$ cat config.mk
export PLATFORM = sky130hd
export DESIGN_NAME = pwm_capture
export DESIGN_NICKNAME = d
export VERILOG_FILES = /design/src/rtl/pwm_capture.sv
export SDC_FILE = /design/constraint.sdc
export NUM_CORES = 1
export LEC_CHECK = 0
export CAP_MARGIN = 20
export CORE_ASPECT_RATIO = 1.1
export CORE_MARGIN = 3
export CORE_UTILIZATION = 55
export CTS_BUF_LIST = sky130_fd_sc_hd__clkbuf_16
export CTS_CLUSTER_SIZE = 8
export DETAILED_ROUTE_END_ITERATION = 7
export HOLD_SLACK_MARGIN = 0.05
export PLACE_DENSITY = 0.82
export SETUP_SLACK_MARGIN = 0.5
export SLEW_MARGIN = 15
export SYNTH_ARGS = -nofsm -noshare
export SYNTH_HDL_FRONTEND = slang
export SYNTH_SLANG_ARGS = --single-unit
$ cat constraint.sdc
create_clock -name ck -period 3.13 [get_ports ck]
set_clock_uncertainty 0.1 [all_clocks]
set_input_delay 0.4695 -clock ck [delete_from_list [all_inputs] [get_ports ck]]
set_output_delay 0.4695 -clock ck [all_outputs]
set_load 0.005 [all_outputs]
$ cat src/rtl/pwm_capture.sv
// PWM receiver: synchronises an asynchronous PWM input and measures period and high time
// in ck cycles, publishing each completed rising-edge-to-rising-edge measurement.
module pwm_capture #(
   parameter int unsigned CNT_W = 16
) (
   input  logic             ck,
   input  logic             rst,
   input  logic             pwm_in,
   output logic [CNT_W-1:0] period,
   output logic [CNT_W-1:0] high_time,
   output logic             meas_valid,
   output logic             timeout,
   output logic             busy
);

   localparam logic [1:0] StIdle  = 2'd0;
   localparam logic [1:0] StArmed = 2'd1;
   localparam logic [1:0] StHigh  = 2'd2;
   localparam logic [1:0] StLow   = 2'd3;

   localparam logic [CNT_W-1:0] CntMax = {CNT_W{1'b1}};
   localparam logic [CNT_W-1:0] CntOne = CNT_W'(1);

   logic             s1_q, s_q, sd_q;
   logic [1:0]       fill_q;
   logic [1:0]       state_q, state_d;
   logic [CNT_W-1:0] pcnt_q, pcnt_d;
   logic [CNT_W-1:0] hcnt_q, hcnt_d;
   logic [CNT_W-1:0] period_q, period_d;
   logic [CNT_W-1:0] high_q, high_d;
   logic             valid_q, valid_d;
   logic             timeout_q, timeout_d;
   logic             busy_q, busy_d;
   logic             rise, fall, sat;

   assign rise = s_q & ~sd_q;
   assign fall = ~s_q & sd_q;
   assign sat  = (pcnt_q == CntMax);

   always_comb begin
      state_d   = state_q;
      pcnt_d    = pcnt_q;
      hcnt_d    = hcnt_q;
      period_d  = period_q;
      high_d    = high_q;
      valid_d   = 1'b0;
      timeout_d = 1'b0;
      case (state_q)
         // Until the synchroniser holds real samples, s reflects reset, not the pin.
         StIdle: begin
            if (fill_q[1] && !s_q) state_d = StArmed;
         end
         StArmed: begin
            if (rise) begin
               state_d = StHigh;
               pcnt_d  = CntOne;
               hcnt_d  = CntOne;
            end
         end
         StHigh: begin
            if (sat) begin
               state_d   = StIdle;
               timeout_d = 1'b1;
               pcnt_d    = '0;
               hcnt_d    = '0;
            end else begin
               pcnt_d = pcnt_q + CntOne;
               if (fall) state_d = StLow;
               else      hcnt_d  = hcnt_q + CntOne;
            end
         end
         StLow: begin
            // A closing rise wins over saturation on the same cycle.
            if (rise) begin
               period_d = pcnt_q;
               high_d   = hcnt_q;
               valid_d  = 1'b1;
               state_d  = StHigh;
               pcnt_d   = CntOne;
               hcnt_d   = CntOne;
            end else if (sat) begin
               state_d   = StIdle;
               timeout_d = 1'b1;
               pcnt_d    = '0;
               hcnt_d    = '0;
            end else begin
               pcnt_d = pcnt_q + CntOne;
            end
         end
         default: state_d = StIdle;
      endcase
      busy_d = (state_d == StHigh) || (state_d == StLow);
   end

   always_ff @(posedge ck or posedge rst) begin
      if (rst) begin
         s1_q      <= 1'b0;
         s_q       <= 1'b0;
         sd_q      <= 1'b0;
         fill_q    <= 2'b00;
         state_q   <= StIdle;
         pcnt_q    <= '0;
         hcnt_q    <= '0;
         period_q  <= '0;
         high_q    <= '0;
         valid_q   <= 1'b0;
         timeout_q <= 1'b0;
         busy_q    <= 1'b0;
      end else begin
         s1_q      <= pwm_in;
         s_q       <= s1_q;
         sd_q      <= s_q;
         fill_q    <= {fill_q[0], 1'b1};
         state_q   <= state_d;
         pcnt_q    <= pcnt_d;
         hcnt_q    <= hcnt_d;
         period_q  <= period_d;
         high_q    <= high_d;
         valid_q   <= valid_d;
         timeout_q <= timeout_d;
         busy_q    <= busy_d;
      end
   end

   assign period     = period_q;
   assign high_time  = high_q;
   assign meas_valid = valid_q;
   assign timeout    = timeout_q;
   assign busy       = busy_q;

endmodule

[After elaboration in Yosys (flattened, before gate mapping)]
Cells that the tools add are included.
Storage, ports and cells
  register bits: 74
  latch bits: 0
  memory bits (writable): 0
  bits in read-only memories: 0
  input bits: 3
  output and inout bits: 35
  logic and storage cells: 56
  memories: 0
Cells by class
  add/sub/neg operators: 2
  $mul: 0
  divide/modulo/power cells: 0
  magnitude comparators: 0
  eq/ne operators: 9
  shifts and indexed selects: 0
  multiplexer cells: 21
  bitwise operators: 4
  reductions and logical operators: 8
Operators with widths (number)
  16-bit two-way mux: 7
  16-bit case mux with 3 select lines: 2
  16-bit by 1-bit adder with 16-bit output, second input constant: 2
  16-bit == test, second input constant: 1
  2-bit two-way mux: 6
  2-bit == test, second input constant: 4
  2-bit case mux with 4 select lines: 1
  3-bit inequality test, second input constant: 2
  1-bit two-way mux: 4
  2-bit AND reduction: 2
  4-bit AND reduction: 1
  3-bit nonzero test: 1
  1-bit AND: 2
  2-bit by 1-bit == test with 1-bit output, second input constant: 1
  2-bit logical NOT: 1
  2-bit inequality test, second input constant: 1
  1-bit NOT: 2
  1-bit case mux with 2 select lines: 1
  1-bit logical AND: 1
  1-bit logical NOT: 1
  1-bit logical OR: 1

[Longest topological paths before layout]
Gate-level depths: netlist of the first run.
  depth after elaboration: 7
  gate-level depth with buffers: 6
  depth with buffers taken out: 5

[Worst setup path before layout of the first run]
Ideal clock, no wire load.
  path type: flip-flop to flip-flop
  start point: reg state_q[0]
  end point: reg hcnt_q[15]
  library setup time: 0.077 ns
  arrival time: 1.911 ns
  required time: 2.953 ns
  setup slack: 1.041 ns
  stages on the path, launching flop included: 7
  period minus slack after synthesis: 2.089 ns
  cell sequence: dfrtp_1 -> nand2b_1 -> buf_6 -> or4_1 -> buf_2 -> or4_1 -> a21oi_1
Between the ends
  cells in the longest elaborated chain, start to end: 3
  elaborated cells on any way between the ends: 9
  those cells by class: eq/ne: 6; mux: 1; reduce/logical: 2
Ends and longest elaborated chain
  start: declaration: RTL line 26  | logic [1:0] state_q, state_d;
  start signal: assignment: RTL line 101  | state_q <= StIdle;
  start signal: assignment: RTL line 114  | state_q <= state_d;
  2-bit == test or 2-bit by 1-bit == test with 1-bit output (tied branches): RTL line 48  | case (state_q)
  3-bit inequality test (no source line) (tied with other cells)
  4-bit AND reduction (no source line)
  end signal: assignment: RTL line 116  | hcnt_q <= hcnt_d;
  end: declaration: RTL line 28  | logic [CNT_W-1:0] hcnt_q, hcnt_d;
Parallel ways exist; a longest one is shown, timed or not.
A chain may end at the register's enable or synchronous reset.

[Worst setup path in the final report of the first run]
  start point: reg state_q[1]
  end point: reg hcnt_q[15]
The elaborated chain is that of the path after synthesis.

==> run summary, run 1 <==
Drt wl/cell: 15.8 um
Synth Area in XOR/XNOR: 3.04%
Core Area: 5470 um^2
Final Wtd Congestion: 0.845
Worst EP required: 3.29 ns
Overflow left after global routing: 0
WL final: 6320 um
Area share of fa/ha/maj cells after synthesis: 0.789%
Slowest cell delay on critical path: 0.72 ns
Max Slew Vio Count: 0
Share of layout cells above drive strength 1: 15.1%
Fmax: 421 MHz
I/O Pins: 38
CTS Root Cell: clkbuf_16
NumNets Final: 324
Setup bufs post-CTS: 0
HPWL Detailed: 4220 um
DR pass1 iterations: 4
Starting density of the core: 58.0%
Post-synth EDFFs: 0
Post-synth ARST share: 100%
H-tree depth: 3
Critical path fanouts, max: 13
R2R Path End: hcnt_q[15]
Compound-cell area share of the yosys netlist: 9.47%
Rows: 28
Yosys reg bits: 74
Die footprint: 6720 um^2
Clk Latency, worst-skew pair: 0.33 ns
Detail Route Antenna Nets: 0
Syn_nets: 284
Slew @ Worst Pin: 0.655 ns
Cell types occupying the most area after synthesis: dfrtp_1 (58%), mux2_2 (10%), o21ai_0 (3.5%)
Port buffer count: 37
Max_slew headroom: 56.3%
Syn-to-layout area delta: 22.9%
Mapped Area: 3170 um^2
Most used cell, CP: or4_1
Critical register-to-register path startpoint: state_q[1]
Post-synthesis mux area share: 10.6%
Worst reg-to-reg setup slack: 0.75 ns
Sink Count: 74
RSZ-0062 raised after global routing: false
HP Class: flop to flop
Die height: 85.6 um
CTS max path bufs: 2
Syn avg cell area: 11.4 um^2
Antenna fix cells: 0
Largest net degree at the start of global routing: 29
Main synth FF type: dfrtp_1
Max_cap viols: 0
Hold Path Origin: fill_q[0]
R2r worst-path depth: 4
Via count: 2297
Arrival time worst endpoint: 2.54 ns
Layout Cells excl Fill: 399
Crit path cell chain: nand2b_1 -> or4_1 -> or4_1 -> a21oi_1
Startpoint types: flop
Crit path max-delay family: simple AND/OR/NAND/NOR gates
Worst Path Buf+Inv: 0
Commonest cells post-synth: dfrtp_1 (74), mux2_2 (29), o21ai_0 (22)
Post-cts sizing count: 0
Hold Buf Count CTS: 0
Yosys cell types: 37
Worst-path clk slew: 0.06 ns
Most frequent cell after synthesis: dfrtp_1
Simple-gate share of the synthesized area: 15.0%
Hold Crit Depth: 0
Final Hold Viols: 0
Sum Neg Setup Slack: 0 ns
Initial antenna violation count: 0
Yosys Warn Count: 0
Vias in the first global route: 2322
Fin crit period: 2.38 ns
Sequential area share after synthesis: 58.4%
CTS Buf Count: 9
Setup-failing EPs final: 0
Post-Synthesis Cells: 279
Placed cell count: 383
Leakage: 1.71 nW
Synth top area share: 58.4%
First-pass GRT wire length: 11000 um
Max stage delay cell, worst path: or4_1
DRC violation total after the first TritonRoute iteration: 106
Die W: 78.4 um
Kind of critical path: flop to flop
Hold Path End: fill_q[1]
Peak VDD IR: 0.487 mV
GRT Resource Usage Total: 21.5%
Power Dens Cells: 668 nW/um^2
Setup crit end kind: flop
Remaining DRCs: 0
TritonCTS clock tree: yes
Largest family of logic cells by synthesized area: simple AND/OR/NAND/NOR gates
Final period utilization: 75.9%
Vias/cell: 5.76
Cell accounting for the most synthesized area: dfrtp_1
Outcome: completed
-- report_power, final --
part           switching, mW  internal (mW)  leakage (nW)  total (mW)
logic                  0.186          0.267         0.597       0.454
registers              0.155           1.09         0.982        1.25
clock network          0.377          0.525         0.130       0.903
total                  0.719           1.89          1.71        2.60
-- worst max path at each step --
stage	end	depth (start not counted)	from	slack [ns]
after floorplan	busy	1	rst	0.68
after global placement	hcnt_q[15]	4	state_q[1]	0.85
after detailed placement	hcnt_q[15]	4	state_q[1]	0.78
after CTS	hcnt_q[15]	4	state_q[1]	0.77
after global routing	hcnt_q[15]	4	state_q[1]	0.62
final	hcnt_q[15]	4	state_q[1]	0.75
-- cell usage in the layout (no fill, tap or decap), types with 2 or more instances in the layout --
master,instances
a211o_1,2
and3_1,2
nor2_1,14
clkinv_2,3
xor2_1,3
buf_4,2
o31ai_1,2
nand3_1,9
nand2_1,19
and4_1,5
a21oi_1,19
nor3_1,4
ha_1,2
clkinvlp_4,2
o21ai_0,22
nand2b_1,2
nand4_1,9
or4_1,2
buf_12,2
mux2_2,29
dfrtp_1,74
or3_1,16
clkbuf_16,9
inv_1,7
clkdlybuf4s50_1,37
xnor2_1,8
nor4_1,4
-- final cells by class --
cell class	count	area, um^2
sequential	74	1850
fill	415	1570
multi-input combinational	186	1240
timing repair buffer	41	425
clock buffer	9	225
tap	75	93.8
clock inverter	7	37.5
inverter	7	26.3
-- registers in the layout, summed over array words and instances, names as in the netlist --
signal / cells
busy: 1
fill_q: 2
hcnt_q: 16
high_time: 16
meas_valid: 1
pcnt_q: 16
period: 16
s1_q: 1
s_q: 1
sd_q: 1
state_q: 2
timeout: 1
-- worst reg2reg max path, delay by kind of cell (launching register included) --
family           cells  cell delay (ns)
AND/OR/NAND/NOR      3             1.51
flip-flops           1             0.56
AO/OA/AOI/OAI        1             0.14
-- cell families after synthesis --
family / Yosys count
xor+xnor: 11
simple gates: 89
mux: 30
compound gates: 53
buf+inv: 19
other cells: 1
flops: 74
fa+ha+maj: 2
-- per-stage QoR --
step	utilization [%]	hold slack (ns)	total power [mW]	cell area, um^2	worst slack [ns]
2_1_floorplan	-	0.231	1.50	3170	0.679
3_3_place_gp	66.5	0.231	1.69	3640	0.847
3_5_place_dp	66.5	0.236	1.72	3640	0.776
4_1_cts	71.3	0.248	2.63	3900	0.766
5_1_grt	71.3	0.255	2.74	3900	0.622
6_report	71.3	0.245	2.60	3900	0.755
-- layer usage --
layer	vias up	global-route usage [%]	share of wire, %
met5	-	0	0
met4	0	8.90	1.4
met3	11	6.83	3.4
met2	43	34.1	51
met1	1154	27.6	44
li1	1089	-	-
Power figures use the tool's default switching activity.
==> inputs of run 2 (changes only) <==
- clock period: 3.13 -> 2.4 ns (I/O delays scaled with it)
==> run 2 against run 1 <==
Clock power increased by 36%. Sequential cell count unchanged. Largest power group unchanged. Non-clock buffer count increased by 17. Largest cell class unchanged. Design area increased by 5.7%. Worst setup slack got worse by 0.28 ns. Register-to-register slack got worse by 0.28 ns.
==> run summary, run 2 (same netlist as run 1, synthesis figures left out) <==
Crit path capture: hcnt_q[15]
Worst-path clk slew: 0.05 ns (about the same)
Peak VDD IR: 0.584 mV (+20%)
CTS Buf Count: 9 (unchanged)
DR pass1 iterations: 4 (unchanged)
NumNets Final: 342 (+5.6%)
Vias in the first global route: 2274 (-2.1%)
Max_cap viols: 0 (unchanged)
Initial antenna violation count: 0 (unchanged)
R2R Path End: hcnt_q[15]
TritonCTS clock tree: yes
Clk Latency, worst-skew pair: 0.33 ns (about the same)
Crit path max-delay family: simple AND/OR/NAND/NOR gates
CTS Root Cell: clkbuf_16
Outcome: completed
Hold Buf Count CTS: 0 (unchanged)
DRC violation total after the first TritonRoute iteration: 220 (+110%)
Placed cell count: 385 (+0.52%)
Final period utilization: 80.3% (+4.4 points)
First-pass GRT wire length: 10500 um (-5.2%)
Most common cell after layout, fill and taps aside: dfrtp_1
Leakage: 1.81 nW (+5.8%)
Die height: 85.6 um (unchanged)
HP Class: flop to flop
WL final: 6700 um (+6.0%)
Die footprint: 6720 um^2 (unchanged)
Worst Path Buf+Inv: 0 (unchanged)
Share of layout cells above drive strength 1: 23.2% (+8.0 points)
Sum Neg Setup Slack: 0 ns (unchanged)
Starting density of the core: 58.0% (unchanged)
Vias/cell: 5.83 (+1.3%)
CTS max path bufs: 2 (unchanged)
Hold slack: 0.249 ns (+0.00407 ns)
Critical path origin: sd_q
GRT Resource Usage Total: 20.1% (-1.4 points)
Port buffer count: 37 (unchanged)
R2r worst-path depth: 4 (unchanged)
Rows: 28 (unchanged)
H-tree depth: 3 (unchanged)
Remaining DRCs: 0 (unchanged)
Max stage delay cell, worst path: or4_4
Largest net degree at the start of global routing: 39 (+34%)
Worst reg-to-reg setup slack: 0.47 ns (-0.28 ns)
Core Area: 5470 um^2 (unchanged)
Fmax: 519 MHz (+23%)
Final Wtd Congestion: 0.807 (-4.5%)
Max Slew Vio Count: 0 (unchanged)
Worst EP required: 2.55 ns (-0.74 ns)
PnR worst setup slack: 0.474 ns (-0.281 ns)
Die W: 78.4 um (unchanged)
Startpoint types: flop
Via count: 2427 (+5.7%)
Sink Count: 74 (unchanged)
RSZ-0062 raised after global routing: true
Most used cell, CP: or4_4
Layout Cells excl Fill: 416 (+4.3%)
Final Hold Viols: 0 (unchanged)
Critical path fanouts, max: 6 (-7)
Crit path cell chain: nor2b_4 -> or4_4 -> or4_4 -> a21oi_2
HPWL Detailed: 4040 um (-4.3%)
Setup crit end kind: flop
Overflow left after global routing: 0 (unchanged)
Power Dens Cells: 867 nW/um^2 (+30%)
Detail Route Antenna Nets: 0 (unchanged)
Slowest cell delay on critical path: 0.58 ns (-0.14 ns)
Setup-failing EPs final: 0 (unchanged)
Place WS: 0.350 ns (-0.426 ns)
Arrival time worst endpoint: 2.08 ns (-0.46 ns)
I/O Pins: 38 (unchanged)
Syn-to-layout area delta: 29.9%
Kind of critical path: flop to flop
Fin crit period: 1.93 ns (-0.449 ns)
Critical register-to-register path startpoint: sd_q
Drt wl/cell: 16.1 um (+1.7%)
Antenna fix cells: 0 (unchanged)
Critical Path Stages: 4 (unchanged)
Leading cell types in the layout, fill and taps excluded: dfrtp_1 (70), clkdlybuf4s50_1 (37), mux2_2 (29)
run 2: changes by cell type in the layout (fill, tap and decap cells not counted), sizes merged:
| cell | before | now |
|---|---|---|
| buf | 4 | 21 |
| bufinv | 0 | 1 |
| clkinvlp | 2 | 1 |
| inv | 8 | 7 |
| o211ai | 1 | 2 |
run 2: final cells by class:
| class | instances | area [um^2] |
|---|---|---|
| sequential | 74 | 1860 |
| timing repair buffer | 58 | 561 |
| tap | 75 | 93.8 |
| clock buffer | 9 | 225 |
| fill | 355 | 1340 |
| multi-input combinational | 187 | 1310 |
| clock inverter | 6 | 50.0 |
| inverter | 7 | 30.0 |
run 2: report_power, final:
part | switching (mW) | internal (mW)
registers | 0.186 | 1.43
clock network | 0.453 | 0.781
logic | 0.301 | 0.419
run 2: through the flow:
stage | util [%] | power (mW) | cell area, um^2
6_report | 75.4 | 3.57 | 4120
5_1_grt | 75.4 | 3.73 | 4120
4_1_cts | 73.3 | 3.53 | 4010
3_5_place_dp | 67.1 | 2.24 | 3670
3_3_place_gp | 67.1 | 2.21 | 3670
2_1_floorplan | - | 1.96 | 3200
run 2: worst reg2reg max path, cell delays in order, from the launching register on:
cell	delay, ns
dfrtp_1	0.40
nor2b_4	0.14
or4_4	0.58
or4_4	0.50
a21oi_2	0.13
run 2: metal layers:
| layer | global-route usage (%) | wire length, um | share of wire (%) | up-vias |
|---|---|---|---|---|
| met2 | 33.9 | 3430 | 51 | 85 |
| li1 | - | - | - | 1131 |
| met3 | 3.15 | 321 | 4.8 | 11 |
| met5 | 0 | 0 | 0 | - |
| met4 | 10.8 | 121 | 1.8 | 0 |
| met1 | 25.0 | 2830 | 42 | 1200 |
run 2: timing repair:
item | CTS | global route
resized for setup | 6 | 12
setup buffers | 7 | 8
pin swaps | 3 | 5
setup endpoints to repair | 9 | 43
endpoints found under the hold margin | 0 | 0
gates cloned | 0 | 1
run 2: worst min-delay path by stage:
stage	start	endpoint	slack [ns]	depth (start not counted)
after floorplan	fill_q[0]	fill_q[1]	0.23	0
after global placement	fill_q[0]	fill_q[1]	0.23	0
after detailed placement	fill_q[0]	fill_q[1]	0.24	0
after CTS	fill_q[0]	fill_q[1]	0.25	0
after global routing	s1_q	s_q	0.26	0
final	fill_q[0]	fill_q[1]	0.25	0
==> patch 1 (config.mk and constraints of run 2) <==
The output `timeout` loses its register stage (`timeout_q` becomes a continuous assignment).
--- a/src/rtl/pwm_capture.sv
+++ b/src/rtl/pwm_capture.sv
@@ -105,5 +105,4 @@
          high_q    <= '0;
          valid_q   <= 1'b0;
-         timeout_q <= 1'b0;
          busy_q    <= 1'b0;
       end else begin
@@ -118,8 +117,9 @@
          high_q    <= high_d;
          valid_q   <= valid_d;
-         timeout_q <= timeout_d;
          busy_q    <= busy_d;
       end
    end
+
+   assign timeout_q = timeout_d;
 
    assign period     = period_q;
Behaviour: no difference found for any inputs over 10 cycles, from zero or initial values and one cycle with rst high; that may be too few to reach the edited logic, so the function may still have changed.
==> patch 1 against run 2 <==
  * Sequential cell count fell by 1
  * Routed wire length rose by 8.1%
  * First-iteration DRC count fell by 4.1%
  * Worst setup slack got worse by 0.052 ns
  * Register-to-register slack got worse by 0.03 ns
  * Design area rose by 2.7%
  * Power rose by 0.20%
  * Area after synthesis fell by 0.79%
  * Critical path type is now reg -> out
  * Largest power group unchanged
==> patch 1: results (changes against run 2) <==
.. list-table::
   :header-rows: 1

   * - Metric
     - Value
   * - Outcome
     - finished, final reports clean (unchanged)
   * - Top cell types by occurrence after synthesis
     - sky130_fd_sc_hd__dfrtp_1, sky130_fd_sc_hd__mux2_2, sky130_fd_sc_hd__o21ai_0 (unchanged)
   * - Sw Ratio
     - 27.6% (was 26.3%)
   * - Clock period minus final worst setup slack
     - 1.98 ns (was 1.93 ns)
   * - Global-route wire length before repair
     - 11100 µm (was 10500 µm)
   * - Worst hold margin
     - 0.252 ns (was 0.249 ns)
   * - Largest net degree at the start of global routing
     - 28 (was 39)
   * - P_seq
     - 1.58 mW (was 1.62 mW)
   * - DRC marker count from the first detailed-route iteration
     - 211 (was 220)
   * - Instance area after placement
     - 3670 µm² (about the same)
   * - Post-layout net count
     - 355 (was 342)
   * - Fraction of the yosys area taken by sequential cells
     - 58.1% (was 58.4%)
   * - Area fraction in compound gates after synthesis
     - 9.54% (was 9.47%)
   * - Synthesized instance count
     - 278 (was 279)
   * - Final weighted congestion in routability-driven placement
     - 0.791 (was 0.807)
   * - Comb power
     - 0.860 mW (was 0.720 mW)
   * - VDD IR-drop max
     - 0.841 mV (was 0.584 mV)
   * - Post-synthesis mux area share
     - 10.7% (was 10.6%)
   * - Post-synthesis xor/xnor area fraction
     - 3.06% (was 3.04%)
   * - Estimated wirelength of the detail-placed design
     - 4030 µm (was 4040 µm)
   * - Ranking of synthesized cells by area
     - sky130_fd_sc_hd__dfrtp_1, sky130_fd_sc_hd__mux2_2, sky130_fd_sc_hd__o21ai_0 (unchanged)
   * - Aggregate routed wire length
     - 7240 µm (was 6700 µm)
   * - Fraction of layout cells with a size suffix above 1
     - 30.4% (was 23.2%)
   * - Peak fanout along the critical path
     - 2 (was 6)
   * - Worst path arrival time
     - 1.52 ns (was 2.08 ns)
   * - Placed Instances
     - 388 (was 385)
   * - Pleak
     - 1.88 nW (was 1.81 nW)
   * - Vias in the first global route
     - 2377 (was 2274)
   * - Register-to-register setup slack
     - 0.44 ns (was 0.47 ns)
   * - Post-synthesis adder-cell area fraction
     - 0.795% (was 0.789%)
   * - Overall global routing resource usage
     - 21.3% (was 20.1%)
   * - Total vias in the final route
     - 2555 (was 2427)
   * - Power in the clock group
     - 1.14 mW (was 1.23 mW)
## patch 1: changes by cell type after synthesis, sizes merged
| cell | before | now |
|---|---|---|
| dfrtp | 74 | 73 |
## patch 1: area by class of cell
| type | instances | area [µm²] |
|---|---|---|
| Timing Repair Buffer | 72 | 664 |
| Multi-Input combinational cell | 187 | 1360 |
| Fill cell | 330 | 1230 |
| Inverter | 7 | 30.0 |
| Clock inverter | 7 | 30.0 |
| Clock buffer | 9 | 225 |
| Tap cell | 75 | 93.8 |
| Sequential cell | 73 | 1830 |
## patch 1: repair_timing
action / CTS / global route
pin swaps: 6 / 14
setup endpoints to repair: 3 / 25
gates cloned: 0 / 2
gates resized for setup: 13 / 29
buffers inserted: 12 / 12
## patch 1: worst paths after layout
path / start / to / cells past startpoint
min in group asynchronous: rst / high_time[13] / 2
hold reg to reg: s1_q / s_q / 0
hold / removal: s1_q / s_q / 0
max in group asynchronous: rst / s_q / 3
setup / recovery: pcnt_q[1] / timeout / 5
setup reg to reg: state_q[0] / hcnt_q[15] / 4
## patch 1: metal layers
layer | vias to the layer above | track usage (%) | part of all wire (%)
li1 | 1154 | - | -
met1 | 1281 | 27.6 | 42
met2 | 107 | 33.3 | 51
met5 | - | 0 | 0
met4 | 0 | 10.3 | 1.6
met3 | 13 | 5.84 | 5.8
## patch 1: worst max-delay path, stage by stage, from the launching register on
cell,delay (ns)
sky130_fd_sc_hd__dfrtp_1,0.36
sky130_fd_sc_hd__ha_2,0.20
sky130_fd_sc_hd__and4_4,0.21
sky130_fd_sc_hd__nand4_1,0.12
sky130_fd_sc_hd__nor3_2,0.16
sky130_fd_sc_hd__buf_2,0.15
==> patch 2 (settings of run 2) <==
Made on the original files. Set the parameter `CNT_W` to 24 (it was 16).
--- a/src/rtl/pwm_capture.sv
+++ b/src/rtl/pwm_capture.sv
@@ -2,5 +2,5 @@
 // in ck cycles, publishing each completed rising-edge-to-rising-edge measurement.
 module pwm_capture #(
-   parameter int unsigned CNT_W = 16
+   parameter int unsigned CNT_W = 24
 ) (
    input  logic             ck,
Ports: changed (resized high_time and period); port bits go from 38 to 54. The function was not compared with the original's and may differ.
==> patch 2 against run 2 <==
  * Sequential share of layout area shrank 3.0 points
  * Design area rose by 54%
  * Synthesized cell count grew 49%
  * Area after synthesis increased by 47%
  * Routed wire length up 97%
  * Power is 36% higher
  * Die area grew 44%
  * Maximum frequency fell by 7.1%
  * Worst setup slack worse by 0.15 ns
  * Sequential cell count is 32 higher
  * First-iteration DRC count grew 48%
  * Sequential power rose by 33%
  * Critical endpoint is now pcnt_q[9]
  * Highest routed layer unchanged
==> patch 2: results (changes against run 2) <==
.. list-table::
   :header-rows: 1

   * - Metric
     - Value
   * - Outcome
     - finished, final reports clean (unchanged)
   * - DRC marker count from the first detailed-route iteration
     - 325 (was 220)
   * - Length of the first detailed-routing pass in iterations
     - 6 (was 4)
   * - Delay of the slowest cell on the worst path
     - 0.50 ns (was 0.58 ns)
   * - Power in the clock group
     - 1.55 mW (was 1.23 mW)
   * - Global-route wire length before repair
     - 18900 µm (was 10500 µm)
   * - Instance area after placement
     - 5390 µm² (was 3670 µm²)
   * - Estimated wirelength of the detail-placed design
     - 6620 µm (was 4040 µm)
   * - Post-synth top area share
     - 56.7% (was 58.4%)
   * - Largest delay share family, worst path
     - compound AO/OA/AOI/OAI gates (was simple AND/OR/NAND/NOR gates)
   * - Average wire per cell in the routed design
     - 21.0 µm (was 16.1 µm)
   * - Mean Syn Cell Area
     - 11.3 µm² (was 11.4 µm²)
   * - Overall global routing resource usage
     - 24.9% (was 20.1%)
   * - Ranking of synthesized cells by area
     - sky130_fd_sc_hd__dfrtp_1, sky130_fd_sc_hd__mux2_2, sky130_fd_sc_hd__nand2_1 (was sky130_fd_sc_hd__dfrtp_1, sky130_fd_sc_hd__mux2_2, sky130_fd_sc_hd__o21ai_0)
   * - Top cell types by occurrence after synthesis
     - sky130_fd_sc_hd__dfrtp_1, sky130_fd_sc_hd__mux2_2, sky130_fd_sc_hd__nand2_1 (was sky130_fd_sc_hd__dfrtp_1, sky130_fd_sc_hd__mux2_2, sky130_fd_sc_hd__o21ai_0)
   * - Fraction of layout cells with a size suffix above 1
     - 33.3% (was 23.2%)
   * - Logic gate share of total power
     - 23.5% (was 20.2%)
   * - Post-synthesis cell type count
     - 43 (was 37)
   * - Port bufs
     - 53 (was 37)
   * - Ratio of routed vias to standard cells
     - 6.36 (was 5.83)
   * - Placed Instances
     - 570 (was 385)
   * - Power spent charging and discharging nets
     - 1.41 mW (was 0.939 mW)
   * - Fraction of the yosys area taken by sequential cells
     - 56.7% (was 58.4%)
   * - Final cycle utilization of the critical path
     - 86.4% (was 80.3%)
   * - Slowest cell on crit path
     - sky130_fd_sc_hd__dfrtp_1 (was sky130_fd_sc_hd__or4_4)
   * - Peak fanout along the critical path
     - 9 (was 6)
==> patch 2: stage by stage <==
stage,setup slack [ns],total power [mW]
after floorplan,0.364,2.64
after global placement,0.351,2.93
after detailed placement,0.292,2.97
after CTS,0.472,4.62
after global routing,0.238,5.01
final,0.327,4.85
==> patch 2: layout make-up <==
type / instances / area, µm²
inverters: 9 / 41.3
repair buffers: 106 / 972
clock inverters: 7 / 83.8
fillers: 462 / 1740
well taps: 108 / 135
clock buffers: 9 / 225
flip-flops and latches: 106 / 2670
multi-input cells: 283 / 2220
==> patch 2: cell families after synthesis <==
kind of cell | synth area share [%]
mux | 10.8
flops | 56.7
simple gates | 16.8
buf+inv | 2.17
fa+ha+maj | 0.535
compound gates | 8.91
other cells | 0.0802
xor+xnor | 3.93
==> patch 2: final timing paths <==
path | from | cells after the start | slack [ns] | to
min in group asynchronous | rst | 3 | 0.43 | high_time[1]
min | fill_q[0] | 0 | 0.25 | fill_q[1]
max | state_q[0] | 6 | 0.33 | pcnt_q[9]
max reg2reg | state_q[0] | 6 | 0.33 | pcnt_q[9]
min reg2reg | fill_q[0] | 0 | 0.25 | fill_q[1]
max in group asynchronous | rst | 3 | 1.35 | pcnt_q[21]
==> patch 2: what timing repair did <==
action / in CTS / in global routing
cloned: 0 / 4
setup endpoints to repair: 41 / 75
pin swaps: 10 / 12
setup buffers: 24 / 14
gates resized for setup: 34 / 48
==> patch 2: layer usage <==
metal  vias up  part of all wire, %  wire, µm  GRT usage, %
met5         -                    0         0             0
met2       212                   52      6820          43.3
met1      2001                   37      4930          30.2
li1       1708                    -         -             -
met4         0                  5.3       697          13.1
met3        72                  5.7       751          3.65
